[config.mk]
export PLATFORM = sky130hd
export DESIGN_NAME = wb_host_master
export DESIGN_NICKNAME = d
export VERILOG_FILES = /design/src/rtl/wb_host_pkg.sv /design/src/rtl/wb_host_master.sv
export SDC_FILE = /design/constraint.sdc
export NUM_CORES = 1
export LEC_CHECK = 0
export ABC_AREA = 1
export BUFFER_PORTS_ARGS = -buffer_cell sky130_fd_sc_hd__buf_2
export CORE_MARGIN = 2
export CORE_UTILIZATION = 45
export DETAILED_ROUTE_END_ITERATION = 8
export PLACE_DENSITY = 0.75
export SLEW_MARGIN = 10
export SYNTH_ARGS = -nofsm -noshare
export SYNTH_HDL_FRONTEND = slang
export SYNTH_SLANG_ARGS = --single-unit
export TNS_END_PERCENT = 10
[constraint.sdc]
create_clock -name clk -period 2.4 [get_ports clk]
set_input_delay 0.12 -clock clk [delete_from_list [all_inputs] [get_ports clk]]
set_output_delay 0.12 -clock clk [all_outputs]
set_load 0.02 [all_outputs]
[src/rtl/wb_host_pkg.sv]
// Shared definitions for the Wishbone host master: FSM state codes, bus word
// size and the user-project register/memory map used by bench and software.
package wb_host_pkg;

  // Bytes advanced per beat on the Wishbone address bus
  localparam int WB_WORD_BYTES = 4;

  // FSM state codes
  localparam logic [1:0] ST_IDLE = 2'd0;
  localparam logic [1:0] ST_WDAT = 2'd1;
  localparam logic [1:0] ST_BUS  = 2'd2;
  localparam logic [1:0] ST_RSP  = 2'd3;

  // User-project address map (byte addresses)
  localparam logic [31:0] ADDR_MODE     = 32'h3000_0000;
  localparam logic [31:0] ADDR_DEBUG    = 32'h3000_0004;
  localparam logic [31:0] ADDR_QP_MEM   = 32'h3000_1000;
  localparam logic [31:0] ADDR_LEAF_MEM = 32'h3000_2000;
  localparam logic [31:0] ADDR_NODE_MEM = 32'h3000_3000;
  localparam logic [31:0] ADDR_BEST_ARR = 32'h3000_4000;

endpackage

[src/rtl/wb_host_master.sv]
// Wishbone classic-cycle initiator. Takes burst commands on a valid/ready
// stream, issues one single-beat transfer per word (address +4 per beat),
// and returns read words or a single write completion on the response stream.
// A per-beat watchdog aborts the command if the slave stops acknowledging.
module wb_host_master
  import wb_host_pkg::*;
#(
  parameter int ADDR_W  = 32,
  parameter int DATA_W  = 32,
  parameter int LEN_W   = 8,
  parameter int TIMEOUT = 255
) (
  input  logic              clk,
  input  logic              rst_n,
  input  logic              cmd_valid,
  output logic              cmd_ready,
  input  logic              cmd_we,
  input  logic [ADDR_W-1:0] cmd_addr,
  input  logic [LEN_W-1:0]  cmd_len,
  input  logic [3:0]        cmd_sel,
  input  logic              wdata_valid,
  output logic              wdata_ready,
  input  logic [DATA_W-1:0] wdata,
  output logic              rsp_valid,
  input  logic              rsp_ready,
  output logic [DATA_W-1:0] rsp_data,
  output logic              rsp_err,
  output logic              rsp_last,
  output logic              wbm_cyc_o,
  output logic              wbm_stb_o,
  output logic              wbm_we_o,
  output logic [3:0]        wbm_sel_o,
  output logic [ADDR_W-1:0] wbm_adr_o,
  output logic [DATA_W-1:0] wbm_dat_o,
  input  logic [DATA_W-1:0] wbm_dat_i,
  input  logic              wbm_ack_i,
  output logic              busy
);

  localparam int TMO_W = (TIMEOUT < 2) ? 1 : $clog2(TIMEOUT + 1);
  // Abort fires on the TIMEOUT-th strobe cycle, so stb is high exactly TIMEOUT cycles
  localparam logic [TMO_W-1:0] TMO_LIMIT = TMO_W'(TIMEOUT - 1);

  logic [1:0]        r_state;
  logic              r_we;
  logic [ADDR_W-1:0] r_base;
  logic [LEN_W-1:0]  r_len;
  logic [LEN_W-1:0]  r_beat;
  logic [3:0]        r_sel;
  logic [TMO_W-1:0]  r_tmo;
  logic              r_cyc;
  logic              r_stb;
  logic [ADDR_W-1:0] r_adr;
  logic [DATA_W-1:0] r_dat_o;
  logic [DATA_W-1:0] r_rsp_data;
  logic              r_rsp_err;
  logic              r_rsp_last;

  logic [LEN_W-1:0]  w_beat_inc;
  logic [ADDR_W-1:0] w_adr_cur;
  logic [ADDR_W-1:0] w_adr_next;
  logic              w_last_beat;

  // Beat addresses are base + 4*beat, wrapping naturally at 2^ADDR_W
  assign w_beat_inc  = r_beat + 1'b1;
  assign w_adr_cur   = r_base + ADDR_W'(r_beat) * ADDR_W'(WB_WORD_BYTES);
  assign w_adr_next  = r_base + ADDR_W'(w_beat_inc) * ADDR_W'(WB_WORD_BYTES);
  assign w_last_beat = (r_beat == r_len);

  // Command sequencing, bus drive and response capture
  always_ff @(posedge clk or negedge rst_n) begin
    if (!rst_n) begin
      r_state    <= ST_IDLE;
      r_we       <= 1'b0;
      r_base     <= '0;
      r_len      <= '0;
      r_beat     <= '0;
      r_sel      <= '0;
      r_tmo      <= '0;
      r_cyc      <= 1'b0;
      r_stb      <= 1'b0;
      r_adr      <= '0;
      r_dat_o    <= '0;
      r_rsp_data <= '0;
      r_rsp_err  <= 1'b0;
      r_rsp_last <= 1'b0;
    end else begin
      case (r_state)
        ST_IDLE: begin
          if (cmd_valid) begin
            r_we       <= cmd_we;
            r_base     <= cmd_addr;
            r_len      <= cmd_len;
            r_sel      <= cmd_sel;
            r_beat     <= '0;
            r_tmo      <= '0;
            r_rsp_data <= '0;
            r_rsp_err  <= 1'b0;
            r_rsp_last <= 1'b0;
            if (cmd_we) begin
              r_state <= ST_WDAT;
            end else begin
              r_state <= ST_BUS;
              r_cyc   <= 1'b1;
              r_stb   <= 1'b1;
              r_adr   <= cmd_addr;
            end
          end
        end
        ST_WDAT: begin
          // cyc is left as-is so it stays asserted across write beats
          if (wdata_valid) begin
            r_dat_o <= wdata;
            r_state <= ST_BUS;
            r_cyc   <= 1'b1;
            r_stb   <= 1'b1;
            r_adr   <= w_adr_cur;
            r_tmo   <= '0;
          end
        end
        ST_BUS: begin
          if (r_stb && wbm_ack_i) begin
            r_stb <= 1'b0;
            r_tmo <= '0;
            if (!r_we) begin
              r_rsp_data <= wbm_dat_i;
              r_rsp_last <= w_last_beat;
              r_cyc      <= !w_last_beat;
              r_state    <= ST_RSP;
            end else if (!w_last_beat) begin
              r_beat  <= w_beat_inc;
              r_state <= ST_WDAT;
            end else begin
              r_rsp_data <= '0;
              r_rsp_last <= 1'b1;
              r_cyc      <= 1'b0;
              r_state    <= ST_RSP;
            end
          end else if (r_tmo == TMO_LIMIT) begin
            // Slave went silent: abandon the rest of the burst
            r_stb      <= 1'b0;
            r_cyc      <= 1'b0;
            r_rsp_data <= '0;
            r_rsp_err  <= 1'b1;
            r_rsp_last <= 1'b1;
            r_state    <= ST_RSP;
          end else begin
            r_tmo <= r_tmo + 1'b1;
          end
        end
        ST_RSP: begin
          if (rsp_ready) begin
            if (r_rsp_last) begin
              r_state <= ST_IDLE;
              r_cyc   <= 1'b0;
            end else begin
              r_beat <= w_beat_inc;
              r_tmo  <= '0;
              if (r_we) begin
                r_state <= ST_WDAT;
              end else begin
                r_state <= ST_BUS;
                r_stb   <= 1'b1;
                r_adr   <= w_adr_next;
              end
            end
          end
        end
        default: r_state <= ST_IDLE;
      endcase
    end
  end

  assign cmd_ready   = (r_state == ST_IDLE);
  assign wdata_ready = (r_state == ST_WDAT);
  assign rsp_valid   = (r_state == ST_RSP);
  assign busy        = (r_state != ST_IDLE);
  assign rsp_data    = r_rsp_data;
  assign rsp_err     = r_rsp_err;
  assign rsp_last    = r_rsp_last;
  assign wbm_cyc_o   = r_cyc;
  assign wbm_stb_o   = r_stb;
  assign wbm_we_o    = r_we;
  assign wbm_sel_o   = r_sel;
  assign wbm_adr_o   = r_adr;
  assign wbm_dat_o   = r_dat_o;

endmodule
# After elaboration in Yosys (flattened, before gate mapping)
# Index checks and enable logic that the tools add are counted.
# word_totals
register_bits,163
in_bits,115
output_inout_bits,109
elab_cells,115
# classes
addsub,4
n_eq_ne,20
mux,60
n_reduce_logical,17
# op_table
cell,n
32-bit two-way mux,11
32-bit case mux with 3 select lines,1
8-bit two-way mux,11
32-bit by 10-bit adder with 32-bit output,2
32-bit case mux with 2 select lines,1
8-bit case mux with 4 select lines,1
7-bit AND reduction,4
8-bit case mux with 3 select lines,1
2-bit two-way mux,10
2-bit != test (second input constant),10
1-bit two-way mux,19
8-bit by 1-bit adder with 8-bit output (second input constant),2
4-bit AND reduction,3
8-bit == test,1
8-bit == test (second input constant),1
1-bit case mux with 4 select lines,2
2-bit case mux with 4 select lines,1
3-bit != test (second input constant),2
3-bit nonzero test,2
5-bit AND reduction,1
2-bit == test (second input constant),2
2-bit by 1-bit != test with 1-bit output (second input constant),2
4-bit != test (second input constant),1
1-bit case mux with 2 select lines,2
other kinds (6),8

# Logic depth before layout (Yosys ltp)
# depth
depth_word,6
ltp_mapped,19
depth_no_buf,19

# Worst setup path before layout
# Ideal clock, no wire load.
# synth_timing
kind,register to register
from,register r_state[1]
to,"register r_adr[22], in the netlist wbm_adr_o[22]"
setup_time_ps,116
arrival_ps,2433
required_ps,2284
slack_ps,-150
path_stages_with_launch,18
n_path_buf,1
synth_period_minus_slack_ps,2550
path_cell_list,dfrtp_1 > buf_4 > inv_1 > or2_2 > o21ai_0 > ha_1 > inv_1 > fa_1 > inv_1 > nand3_1 > nand3_1 > nand2_1 > nand2_1 > nand3_1 > nand2_1 > nand3_1 > nand2_1 > nand2_1
# synth_via
elab_chain_len,3
word_cells_on_any_way,12
cone_classes,eq/ne (8); mux (1); reduce/logical (3)
# synth_lines
element,line_no,rtl
from (decl),wb_host_master.sv:44,logic [1:0] r_state;
from (signal assigned),wb_host_master.sv:73,r_state <= ST_IDLE;
from (signal assigned),wb_host_master.sv:101,r_state <= ST_WDAT;
from (signal assigned),wb_host_master.sv:103,r_state <= ST_BUS;
2-bit == test (tied with other cells),wb_host_master.sv:88,case (r_state)
2-bit != test (no source line) (tied with other cells),--,
7-bit AND reduction (no source line),--,
to (signal assigned),wb_host_master.sv:106,r_adr <= cmd_addr;
to (signal assigned),wb_host_master.sv:117,r_adr <= w_adr_cur;
to (signal assigned),wb_host_master.sv:164,r_adr <= w_adr_next;
to (decl),wb_host_master.sv:53,logic [ADDR_W-1:0] r_adr;
# Several ways; a longest one is shown, not always the timed one.
# A chain may end at the register's enable or synchronous reset.

# Final worst setup path
# layout_timing
from,register r_beat[0]
to,"register r_adr[16], in the netlist wbm_adr_o[16]"
# layout_via
elab_chain_len,6
word_cells_on_any_way,8
cone_classes,add/sub (3); mux (5)
# layout_lines
element,line_no,rtl
from (decl),wb_host_master.sv:48,logic [LEN_W-1:0] r_beat;
from (signal assigned),wb_host_master.sv:131,r_beat <= w_beat_inc;
from (signal assigned),wb_host_master.sv:157,r_beat <= w_beat_inc;
8-bit by 1-bit adder with 8-bit output,wb_host_master.sv:65,assign w_beat_inc = r_beat + 1'b1;
32-bit by 10-bit adder with 32-bit output,wb_host_master.sv:67,assign w_adr_next = r_base + ADDR_W'(w_beat_inc) * ADDR_W'(WB_WORD_BYTES);
32-bit two-way mux,wb_host_master.sv:159,if (r_we) begin
32-bit two-way mux,wb_host_master.sv:153,if (r_rsp_last) begin
32-bit two-way mux,wb_host_master.sv:152,if (rsp_ready) begin
32-bit case mux with 3 select lines *,wb_host_master.sv:88,
# Mark *: on every way between the ends. The rest lies on a longest branch, timed or not. The select of a mux whose other input is x is not followed.

==> flow_summary.json <==
{
  "synth_edf_count": 0,
  "cts.sinks": 163,
  "cts_tree": "yes",
  "wire_per_inst_um": 15.23,
  "crit_fanout": 4,
  "cts_root_buffer": "clkbuf_16",
  "antenna_found_initial": 2,
  "final-seq-area_um2": 4080,
  "min_path_type": "primary input to register",
  "netlist_top_cells_area": "dfrtp_1 (50%), nand2_1 (19%), nand3_1 (4.4%), mux2_2 (4.4%), inv_1 (3.7%)",
  "final.setup.tns_ps": -544.1,
  "netlist_area_um2": 8238,
  "std_cell_rows": 49,
  "wl_mm": 25.30,
  "place.gp.congestion": 0.9168,
  "grt_pass1_wl_mm": 41.81,
  "post-route-period-util_pct": 102.5,
  "grt-ovfl-total": 0,
  "h-tree-depth": 4,
  "rsz0062_at_grt": "yes",
  "hpwl_mm": 16.59,
  "fin_area_um2": 11980,
  "cp_slowest_cell": "dfrtp_1",
  "vias_per_cell": 5.029,
  "track_usage_pct": 26.62,
  "violations": "setup timing",
  "cts_buffers": 17,
  "critPathTopFamily": "simple AND/OR/NAND/NOR gates",
  "setup_ws_ps": -60.42,
  "setup_viol": 18,
  "fp.dieH_um": 139.3,
  "ys_ff_latch": 163,
  "die-area_um2": 19400,
  "worst_hold_startpoint": "rsp_ready",
  "startpoint_type": "register",
  "fmax_mhz": 406.4,
  "ys.flop_type": "dfrtp_1",
  "relSlewSlack_pct": 63.50,
  "cp_data_arrival_time_ps": 2790,
  "worstSetupEndpointType": "register",
  "power.density_nw_per_um2": 1260,
  "finalPower_mw": 15.09,
  "post_synth_inst_count": 1044,
  "grt_max_degree": 68,
  "first_pass_iters": 5,
  "p_leak_nw": 6.264,
  "crit_required_ps": 2730,
  "path_class": "register to register",
  "ctsLongestPathBuffers": 2,
  "slew_viol_final": 0,
  "path_cells": "nand3_1 -> nor2_2 -> nand3_1 -> buf_4 -> o21bai_1 -> nand3_1 -> nand2_2 -> ha_4 -> nand2_1 -> nand2_1 -> inv_1 -> nand2_2 -> nand2_4 -> nand2_4 -> buf_6 -> nand4_1 -> nand3_1 -> nand2_1 -> nand2_1",
  "maxCapViolCount": 0,
  "start_util_pct": 45.86,
  "seq_area_frac_synth_pct": 49.51,
  "crit_start": "r_beat[0]$_DFFE_PN0P_",
  "synth_area_leader_cell": "dfrtp_1",
  "path_buf_inv": 3,
  "synth_warnings": 0,
  "io_buffers": 223,
  "io_pins": 224,
  "core-area_um2": 17960,
  "die_width_um": 139.3,
  "drive_gt1_share_pct": 29.07,
  "syn_nets": 1171,
  "grt_pass1_vias": 8603,
  "vias": 8359,
  "status": "finished with violations",
  "reg2reg_from": "r_beat[0]$_DFFE_PN0P_",
  "synth_area_per_cell_um2": 7.891,
  "place_area_um2": 9951,
  "worst_pin_slew_ps": 547.5,
  "cpPeakStageDelay_ps": 390,
  "syn2layout_area_growth_pct": 45.44,
  "multi_input_area_um2": 3902,
  "n_fill_cell": 1416,
  "hold_viol_final": 0,
  "ir_drop_mv": 0.8620,
  "finClkSkew_ps": 14.04,
  "worst_skew_pair.late_latency_ps": 440,
  "postSynth.asyncResetShare_pct": 100.0,
  "drcViolationCount": 0,
  "ant_nets": 0,
  "post-route-min-period_ps": 2460,
  "synth_cell_types": 39,
  "fin_nets": 1545,
  "yosysTopAreaCellShare_pct": 49.51,
  "path_clk_slew_ps": 70,
  "drtIter0Drc": 502
}
## layout by cell type (no fill, tap or decap), types with 17 or more instances in the layout
cell,instances
dlygate4sd3_1,110
buf_4,50
nor2_1,73
clkbuf_16,17
dfrtp_1,162
nand3_1,64
buf_2,222
mux2_2,32
inv_1,80
nand2_1,399
o21ai_0,46
## stage by stage
step / hold slack, ps / utilization (%) / worst slack [ps] / instances
floorplan: -175.6 / - / 18.64 / 1044
global placement: 123.2 / 55.39 / -160.2 / 1513
detailed placement: 121.1 / 55.39 / -206.0 / 1513
CTS: 26.87 / 65.87 / -60.89 / 1659
global route: 97.54 / 66.70 / -323.2 / 1662
finish: 75.27 / 66.70 / -60.42 / 1662
## registers in the layout, summed over array words and instances, names as in the netlist
name	cells
r_base	32
wbm_sel_o	4
wbm_adr_o	32
rsp_data	32
r_len	8
wbm_stb_o	1
r_tmo	8
r_beat	8
wbm_we_o	1
rsp_last	1
wbm_dat_o	32
wbm_cyc_o	1
rsp_err	1
r_state	2
## report_power, final
part / leakage, nW / internal, mW / total [mW] / switching [mW]
clock network: 0.307 / 1.52 / 2.89 / 1.36
registers: 2.05 / 3.96 / 4.82 / 0.867
logic: 3.91 / 2.80 / 7.39 / 4.58
total: 6.26 / 8.28 / 15.1 / 6.82
## worst paths after layout
check	end	slack (ps)	cells after the start
max in group asynchronous	wbm_dat_o[15]$_DFFE_PN0P_	1420	3
max	wbm_adr_o[16]$_DFFE_PN0P_	-60	19
min reg2reg	wbm_sel_o[2]$_DFFE_PN0P_	470	2
min in group asynchronous	wbm_adr_o[28]$_DFFE_PN0P_	220	2
min	r_state[1]$_DFFE_PN0P_	80	4
max reg2reg	wbm_adr_o[16]$_DFFE_PN0P_	-60	19
## worst reg2reg max path, stage by stage, from the launching register on
cell      delay [ps]
dfrtp_1          390
nand3_1          130
nor2_2           140
nand3_1           90
buf_4            150
o21bai_1         180
nand3_1          110
nand2_2          100
ha_4             220
nand2_1           70
nand2_1           90
inv_1             80
nand2_2           70
nand2_4           90
nand2_4           70
buf_6            120
nand4_1           60
nand3_1           70
nand2_1           80
nand2_1           50
## Yosys cell counts, types with 2 or more instances
cell,count
nand2_1,416
dfrtp_1,163
inv_1,82
nor2_1,79
nand3_1,72
o21ai_0,49
mux2_2,32
a21oi_1,17
clkbuf_1,14
buf_2,13
ha_1,11
o21ai_1,10
xnor2_1,10
xor2_1,9
buf_4,7
nand4_1,6
or2_2,6
a31oi_1,5
nand2_2,4
nor3_1,4
inv_2,3
nand3b_1,3
nor2_2,3
o211ai_1,3
o22ai_1,3
a22oi_1,2
clkbuf_2,2
nor2_4,2
nor3_2,2
nor3b_1,2
o31ai_1,2
## area by class of cell
type	count	share of cell area, %
Multi-Input combinational cell	757	32.57
Sequential cell	163	34.05
Timing Repair Buffer	392	22.92
Antenna cell	2	0.04177
Clock buffer	17	3.551
Inverter	87	2.757
Clock inverter	15	1.713
Tap cell	229	2.391
## layer usage
| layer | vias up | GRT usage [%] | part of all wire (%) |
|---|---|---|---|
| met2 | 314 | 46.75 | 51 |
| met3 | 52 | 7.158 | 6.9 |
| met5 | - | 0 | 0 |
| li1 | 4061 | - | - |
| met1 | 3932 | 31.24 | 40 |
| met4 | 0 | 9.888 | 2.5 |
## timing repair
item | 4_1_cts | 5_1_grt
pin swaps | 15 | 16
gates resized for setup | 28 | 32
endpoints found under the hold margin | 169 | 0
setup endpoints to repair | 24 | 27
hold buffers | 110 | 0
buffers inserted | 4 | 1
## cells by family after synthesis
kind of cell               synth area share [%]
and+or+nand+nor                           29.81
DFF                                       49.51
buffers and inverters                     6.318
AOI/OAI and AO/OA                         6.045
muxes                                     4.374
xor gates and xnor gates                  2.020
adders and majority gates                 1.914
No activity file was read; power rests on OpenSTA's default activity.
